[config.mk]
export PLATFORM = sky130hd
export DESIGN_NAME = pc_cntrl
export DESIGN_NICKNAME = d
export VERILOG_FILES = /design/src/rtl/pc_cntrl_pkg.sv /design/src/rtl/pc_next_calc.sv /design/src/rtl/pc_cntrl.sv
export SDC_FILE = /design/constraint.sdc
export NUM_CORES = 1
export LEC_CHECK = 0
export CAP_MARGIN = 0
export CORE_MARGIN = 4
export CORE_UTILIZATION = 59
export CTS_CLUSTER_SIZE = 12
export DETAILED_ROUTE_END_ITERATION = 8
export GPL_TIMING_DRIVEN = 0
export PLACE_DENSITY = 0.95
export SLEW_MARGIN = 20
export SYNTH_ARGS = -nofsm -noshare
export SYNTH_HDL_FRONTEND = slang
export SYNTH_SLANG_ARGS = --single-unit
[constraint.sdc]
create_clock -name clk -period 7 [get_ports clk]
set_clock_uncertainty 0.2 [all_clocks]
set_input_delay 1.75 -clock clk [delete_from_list [all_inputs] [get_ports clk]]
set_output_delay 1.75 -clock clk [all_outputs]
set_load 0.02 [all_outputs]
[src/rtl/pc_cntrl_pkg.sv]
// pc_cntrl_pkg: shared defaults for the program-counter controller.
package pc_cntrl_pkg;
    localparam int unsigned PC_WIDTH_DEF = 32;
    localparam int unsigned RESET_PC_DEF = 0;
    localparam int unsigned PC_INC_DEF   = 1;
endpackage

[src/rtl/pc_next_calc.sv]
// pc_next_calc: combinational next-PC mux and adder (branch, pending branch, sequential).
module pc_next_calc
    import pc_cntrl_pkg::*;
#(
    parameter int unsigned WIDTH  = PC_WIDTH_DEF,
    parameter int unsigned PC_INC = PC_INC_DEF
) (
    input  logic [WIDTH-1:0] pc,
    input  logic             take_br,
    input  logic             is_relative_branch,
    input  logic [WIDTH-1:0] branch_addr,
    input  logic             pend,
    input  logic [WIDTH-1:0] pend_tgt,
    output logic [WIDTH-1:0] br_tgt,
    output logic [WIDTH-1:0] pc_nxt
);
    always_comb begin
        br_tgt = is_relative_branch ? pc + branch_addr : branch_addr;
        pc_nxt = take_br ? br_tgt : pend ? pend_tgt : pc + WIDTH'(PC_INC);
    end
endmodule

[src/rtl/pc_cntrl.sv]
// pc_cntrl: program counter register with stall and absolute/relative branch redirect.
// Define PC_CNTRL_BR_PENDING_EN to keep branches taken during a stall until the next enabled edge.
module pc_cntrl
    import pc_cntrl_pkg::*;
#(
    parameter int unsigned      WIDTH    = PC_WIDTH_DEF,
    parameter logic [WIDTH-1:0] RESET_PC = WIDTH'(RESET_PC_DEF),
    parameter int unsigned      PC_INC   = PC_INC_DEF
) (
    input  logic             clk,
    input  logic             reset,
    input  logic             enable,
    input  logic             take_br,
    input  logic             is_relative_branch,
    input  logic [WIDTH-1:0] branch_addr,
    output logic [WIDTH-1:0] pc
);
    logic [WIDTH-1:0] br_tgt;
    logic [WIDTH-1:0] pc_nxt;
    logic             pend;
    logic [WIDTH-1:0] pend_tgt;

    pc_next_calc #(.WIDTH(WIDTH), .PC_INC(PC_INC)) u_calc (
        .pc                 (pc),
        .take_br            (take_br),
        .is_relative_branch (is_relative_branch),
        .branch_addr        (branch_addr),
        .pend               (pend),
        .pend_tgt           (pend_tgt),
        .br_tgt             (br_tgt),
        .pc_nxt             (pc_nxt)
    );

    always_ff @(posedge clk)
        if (!reset)
            pc <= RESET_PC;
        else if (enable)
            pc <= pc_nxt;

`ifdef PC_CNTRL_BR_PENDING_EN
    // Target is resolved while stalled, so a relative offset uses the pc seen at sampling.
    always_ff @(posedge clk)
        if (!reset) begin
            pend     <= 1'b0;
            pend_tgt <= '0;
        end else if (!enable) begin
            if (take_br) begin
                pend     <= 1'b1;
                pend_tgt <= br_tgt;
            end
        end else
            pend <= 1'b0;
`else
    assign pend     = 1'b0;
    assign pend_tgt = '0;
`endif
endmodule

Yosys cells after proc, flatten, opt, wreduce, memory -nomap -nowiden
Cells that the tools add are included.
{"block": "op_classes", "add_sub_neg": 2, "reduce_logical": 0, "order_cmp": 0, "n_bitwise": 0, "n_eq_ne": 0, "n_mux": 2, "multipliers": 0, "n_div": 0, "shift": 0}
{"operator": "two-way mux 32 bit", "count": 2}
{"operator": "adder 32 x 1 -> 32 bit, second input constant", "count": 1}
{"operator": "adder 32 bit", "count": 1}
{"block": "word_totals", "out_inout_bits": 32, "regBits": 32, "romBits": 0, "memories": 0, "latch_bits": 0, "wordCells": 5, "ramBits": 0, "input_bits": 37}

Longest topological paths before layout
{"block": "depth", "ltp_word": 3, "depth_mapped": 11, "ltp_nobuf": 11}

By module
Synthesis repeated with hierarchy kept, for this count alone.
{"block": "unflattened", "hier_cells": 598, "hier_area_um2": 4573.1}
{"mod": "pc_next_calc", "cells_per_inst": 494, "seq_area_each_um2": 0.0, "area_each_um2": 3325.7, "instances": 1}
{"mod": "pc_cntrl", "cells_per_inst": 104, "seq_area_each_um2": 640.6, "area_each_um2": 1247.4, "instances": 1}

Worst setup path before layout
Ideal clock, no wire load.
{"block": "synth_path", "kind": "input-to-reg", "start": "in branch_addr[0]", "end": "reg pc[28]", "path_stages": 11, "setup_time_ns": 0.088, "arrival_ns": 4.067, "path_buffers": 0, "setup_slack_ns": 2.645, "t_required_ns": 6.712, "cell_sequence": "ha_1 -> fa_1 -> a21o_1 -> nand4_1 -> a311o_1 -> a211oi_2 -> o31ai_2 -> a21oi_2 -> a221o_2 -> xnor2_1 -> a311oi_2"}
{"block": "synth_via", "elab_chain_len": 3}
{"element": "from (decl)", "line": "pc_cntrl.sv:15", "rtl": "input logic [WIDTH-1:0] branch_addr,"}
{"element": "adder 32 bit", "line": "pc_next_calc.sv:18", "rtl": "br_tgt = is_relative_branch ? pc + branch_addr : branch_addr;"}
{"element": "two-way mux 32 bit", "line": "pc_next_calc.sv:18"}
{"element": "two-way mux 32 bit", "line": "pc_next_calc.sv:19", "rtl": "pc_nxt = take_br ? br_tgt : pend ? pend_tgt : pc + WIDTH'(PC_INC);"}
{"element": "to (signal assigned)", "line": "pc_cntrl.sv:38", "rtl": "pc <= pc_nxt;"}
{"element": "to (decl)", "line": "pc_cntrl.sv:16", "rtl": "output logic [WIDTH-1:0] pc"}
Every way passes these cells.
A chain may end at the register's enable or synchronous reset.

Worst setup path in the final report
{"block": "layout_path", "start": "in branch_addr[0]", "end": "reg pc[26]"}
Same word-level chain as after synthesis.

==> impl_metrics.json <==
{
  "outcome": "completed",
  "reg2reg_slack_ps": 3520,
  "synth_area_leaders": "dfxtp_1 (17%), ha_1 (10%), a21oi_1 (8.0%)",
  "largest_reg_flops": 32,
  "clockPowerShare_pct": 23.0,
  "fin_util_pct": 74.6,
  "critPathRequiredTime_ps": 7020,
  "vias": 4815,
  "async_flop_share_pct": 0,
  "synth_edf_count": 0,
  "fin_ws_ps": 2000,
  "drive_gt1_share_pct": 5.40,
  "viasPerCell": 7.00,
  "grt_pass1_vias": 4615,
  "crit_path_end_kind": "register",
  "fin_crit_ps": 5000,
  "pre_cts_ws_ps": 1810,
  "synth_area_mm2": 0.00387,
  "ant_nets": 0,
  "numCtsBuffers": 5,
  "cp_max_fo": 3,
  "min_period_over_period_pct": 71.4,
  "synth_nets": 605,
  "start_kind": "primary input",
  "min_from": "pc[13]$_SDFFE_PN0P_",
  "final-hold-violation-count": 0,
  "p_int_w": 0.000403,
  "die_h_um": 89.0,
  "holdPathEnd": "pc[13]$_SDFFE_PN0P_",
  "ys_seq_elements": 32,
  "final_nets": 680,
  "synth_area_per_cell_um2": 7.24,
  "cpLargestDelayFamily": "compound AO/OA/AOI/OAI gates",
  "wl_per_cell_um": 19.6,
  "ir_drop_v": 0.0000846,
  "gp_routability_congestion": 0.949,
  "p_seq_share_pct": 32.7,
  "synth_largest_area_cell": "dfxtp_1",
  "fmax_mhz": 200,
  "yosys_warnings": 0,
  "leakagePower_nw": 1.88,
  "rsz0062_at_grt": "false",
  "grt-ovfl-total": 0,
  "io_buffer_count": 68,
  "drc": 0,
  "clock_latency_ps": 290,
  "maxCapViolCount": 0,
  "p_switching_w": 0.000263,
  "worstMarginPinSlew_ps": 682,
  "clkTransAtPathRegs_ps": 70,
  "p_sw_share_pct": 39.5,
  "cts_buffer_depth": 2,
  "areaGrowthSynthToFinish_pct": 22.4,
  "r2r_end": "pc[26]$_SDFFE_PN0P_",
  "grt_pass1_wl_um": 21100,
  "synthFlopType": "dfxtp_1",
  "critPathArrivalTime_ps": 5020,
  "rows": 29,
  "n_fill_cell": 500,
  "tns_ps": 0,
  "dieArea_mm2": 0.00792,
  "hold_class": "reg2reg",
  "critPathKind": "in2reg",
  "cts_resized": 0,
  "worst_path_max_delay_cell": "o31ai_1",
  "numClockSinks": 32,
  "finalWirelength_um": 13500,
  "first_iter_violations": 817,
  "relSlewSlack_pct": 54.5,
  "antenna_found_initial": 0,
  "r2r-start": "pc[0]$_SDFFE_PN0P_",
  "core_area_mm2": 0.00635,
  "crit_buf_inv": 1,
  "io_pins": 69,
  "antenna_cells": 0,
  "drv_slew": 0,
  "regMostFlops": "pc",
  "r2r_cells": 11,
  "die_width_um": 89.0,
  "cp_cell_sequence": "clkdlybuf4s50_1 > ha_1 > fa_1 > a21o_1 > nand4_1 > a311o_1 > nand3b_1 > o31ai_1 > nand3b_1 > mux2i_1 > nand2_1 > a31oi_1",
  "p_per_area_mw_per_mm2": 140,
  "tritoncts": "built",
  "top_regs": "pc x32",
  "initial_core_util_pct": 61.0,
  "holdPathStages": 2,
  "dp_hpwl_um": 10000,
  "first_pass_iters": 6,
  "cts_htree_levels": 2,
  "post_cts_buffers": 0,
  "yosysUniqueCellTypes": 73,
  "synth-seq-area-share_pct": 16.5,
  "max_stage_delay_ps": 620,
  "cts_hold_buffers": 0,
  "synth.top_cell.area_share_pct": 16.5,
  "grt_start_max_net_pins": 11,
  "critical_path.most_common_cell": "nand3b_1",
  "cts_root_buf": "clkbuf_8",
  "syn_inst": 535,
  "setup_viol": 0,
  "gr-usage-all-layers_pct": 33.7,
  "pwr-share-comb_pct": 44.3
}
## worst register-to-register path: stages, from the launching register on
cell	delay [ps]
dfxtp_1	370
ha_1	250
fa_1	400
a21o_1	200
nand4_1	100
a311o_1	340
nand3b_1	240
o31ai_1	620
nand3b_1	210
mux2i_1	180
nand2_1	100
a31oi_1	180
## routing by layer
layer | part of all wire, % | up-vias | global-route usage [%]
li1 | - | 2184 | -
met1 | 39 | 2137 | 42.8
met2 | 45 | 413 | 54.9
met3 | 11 | 81 | 4.98
met4 | 4.0 | 0 | 18.5
met5 | 0 | - | 0
## stage by stage
| step | power (W) | instance area [µm²] | hold slack, ps | instances |
|---|---|---|---|---|
| after floorplan | 0.000404 | 3870 | 385 | 535 |
| after global placement | 0.000494 | 4650 | 333 | 680 |
| after detailed placement | 0.000504 | 4650 | 346 | 680 |
| after CTS | 0.000653 | 4740 | 356 | 688 |
| after global routing | 0.000695 | 4740 | 389 | 688 |
| final | 0.000666 | 4740 | 364 | 688 |
## power by group through the flow
stage | logic [W] | registers [W] | clock network [W]
finish | 0.000295 | 0.000218 | 0.000153
global route | 0.000318 | 0.000219 | 0.000157
CTS | 0.000287 | 0.000216 | 0.000150
detailed placement | 0.000284 | 0.000220 | 0
global placement | 0.000275 | 0.000219 | 0
floorplan | 0.000174 | 0.000229 | 0
## cell families (layout without fill, tap and decap cells)
group / count (synthesis) / in the layout / synth area share [%]
AOI/OAI and AO/OA: 212 / 212 / 35.9
xor gates and xnor gates: 24 / 24 / 5.43
adders and majority gates: 33 / 33 / 10.9
buffers and inverters: 45 / 121 / 4.62
DFF: 32 / 32 / 16.5
muxes: 14 / 14 / 3.81
and+or+nand+nor: 175 / 175 / 22.8
## worst max-delay path by stage
stage	start	to	slack, ps	depth (start not counted)
after global routing	branch_addr[0]	pc[26]$_SDFFE_PN0P_	1830	12
final	branch_addr[0]	pc[26]$_SDFFE_PN0P_	2000	12
after CTS	branch_addr[0]	pc[26]$_SDFFE_PN0P_	2080	12
after global placement	branch_addr[0]	pc[26]$_SDFFE_PN0P_	1800	12
after floorplan	branch_addr[0]	pc[28]$_SDFFE_PN0P_	2640	11
after detailed placement	branch_addr[0]	pc[26]$_SDFFE_PN0P_	1810	12
## placed cells by master (no fill, tap or decap), types with 5 or more instances in the layout
cell type	netlist	routed
nand2_1	45	45
xor2_1	12	12
xnor2_1	12	12
and2_1	6	6
inv_1	14	14
clkdlybuf4s50_1	0	68
nand4_1	11	11
nor3_1	13	13
dfxtp_1	32	32
clkbuf_8	0	6
mux2_2	6	6
o211ai_1	7	7
a21oi_1	62	62
ha_1	32	32
a22o_1	5	5
a221oi_1	8	8
clkbuf_1	23	25
o21ai_0	47	47
nand2b_1	5	5
a21o_1	15	15
nor3b_1	5	5
a211oi_1	7	7
a22oi_1	7	7
and3_1	12	12
a31oi_1	6	6
nor2b_1	8	8
nor2_1	38	38
nand3_1	17	17
mux2i_1	8	8
## Yosys cell counts, types with 8 or more instances
| master | number |
|---|---|
| a21o_1 | 15 |
| a21oi_1 | 62 |
| a221oi_1 | 8 |
| and3_1 | 12 |
| clkbuf_1 | 23 |
| dfxtp_1 | 32 |
| ha_1 | 32 |
| inv_1 | 14 |
| mux2i_1 | 8 |
| nand2_1 | 45 |
| nand3_1 | 17 |
| nand4_1 | 11 |
| nor2_1 | 38 |
| nor2b_1 | 8 |
| nor3_1 | 13 |
| o21ai_0 | 47 |
| xnor2_1 | 12 |
| xor2_1 | 12 |
## area by class of cell
class / instances / area (µm²) / area share, %
plain buffers: 31 / 126 / 2.67
clock buffers: 8 / 90.1 / 1.90
inverters: 14 / 52.6 / 1.11
multi-input cells: 458 / 3050 / 64.4
flip-flops and latches: 32 / 641 / 13.5
well taps: 77 / 96.3 / 2.03
repair buffers: 68 / 681 / 14.4
Note: power is estimated with default switching activity, not from simulation.
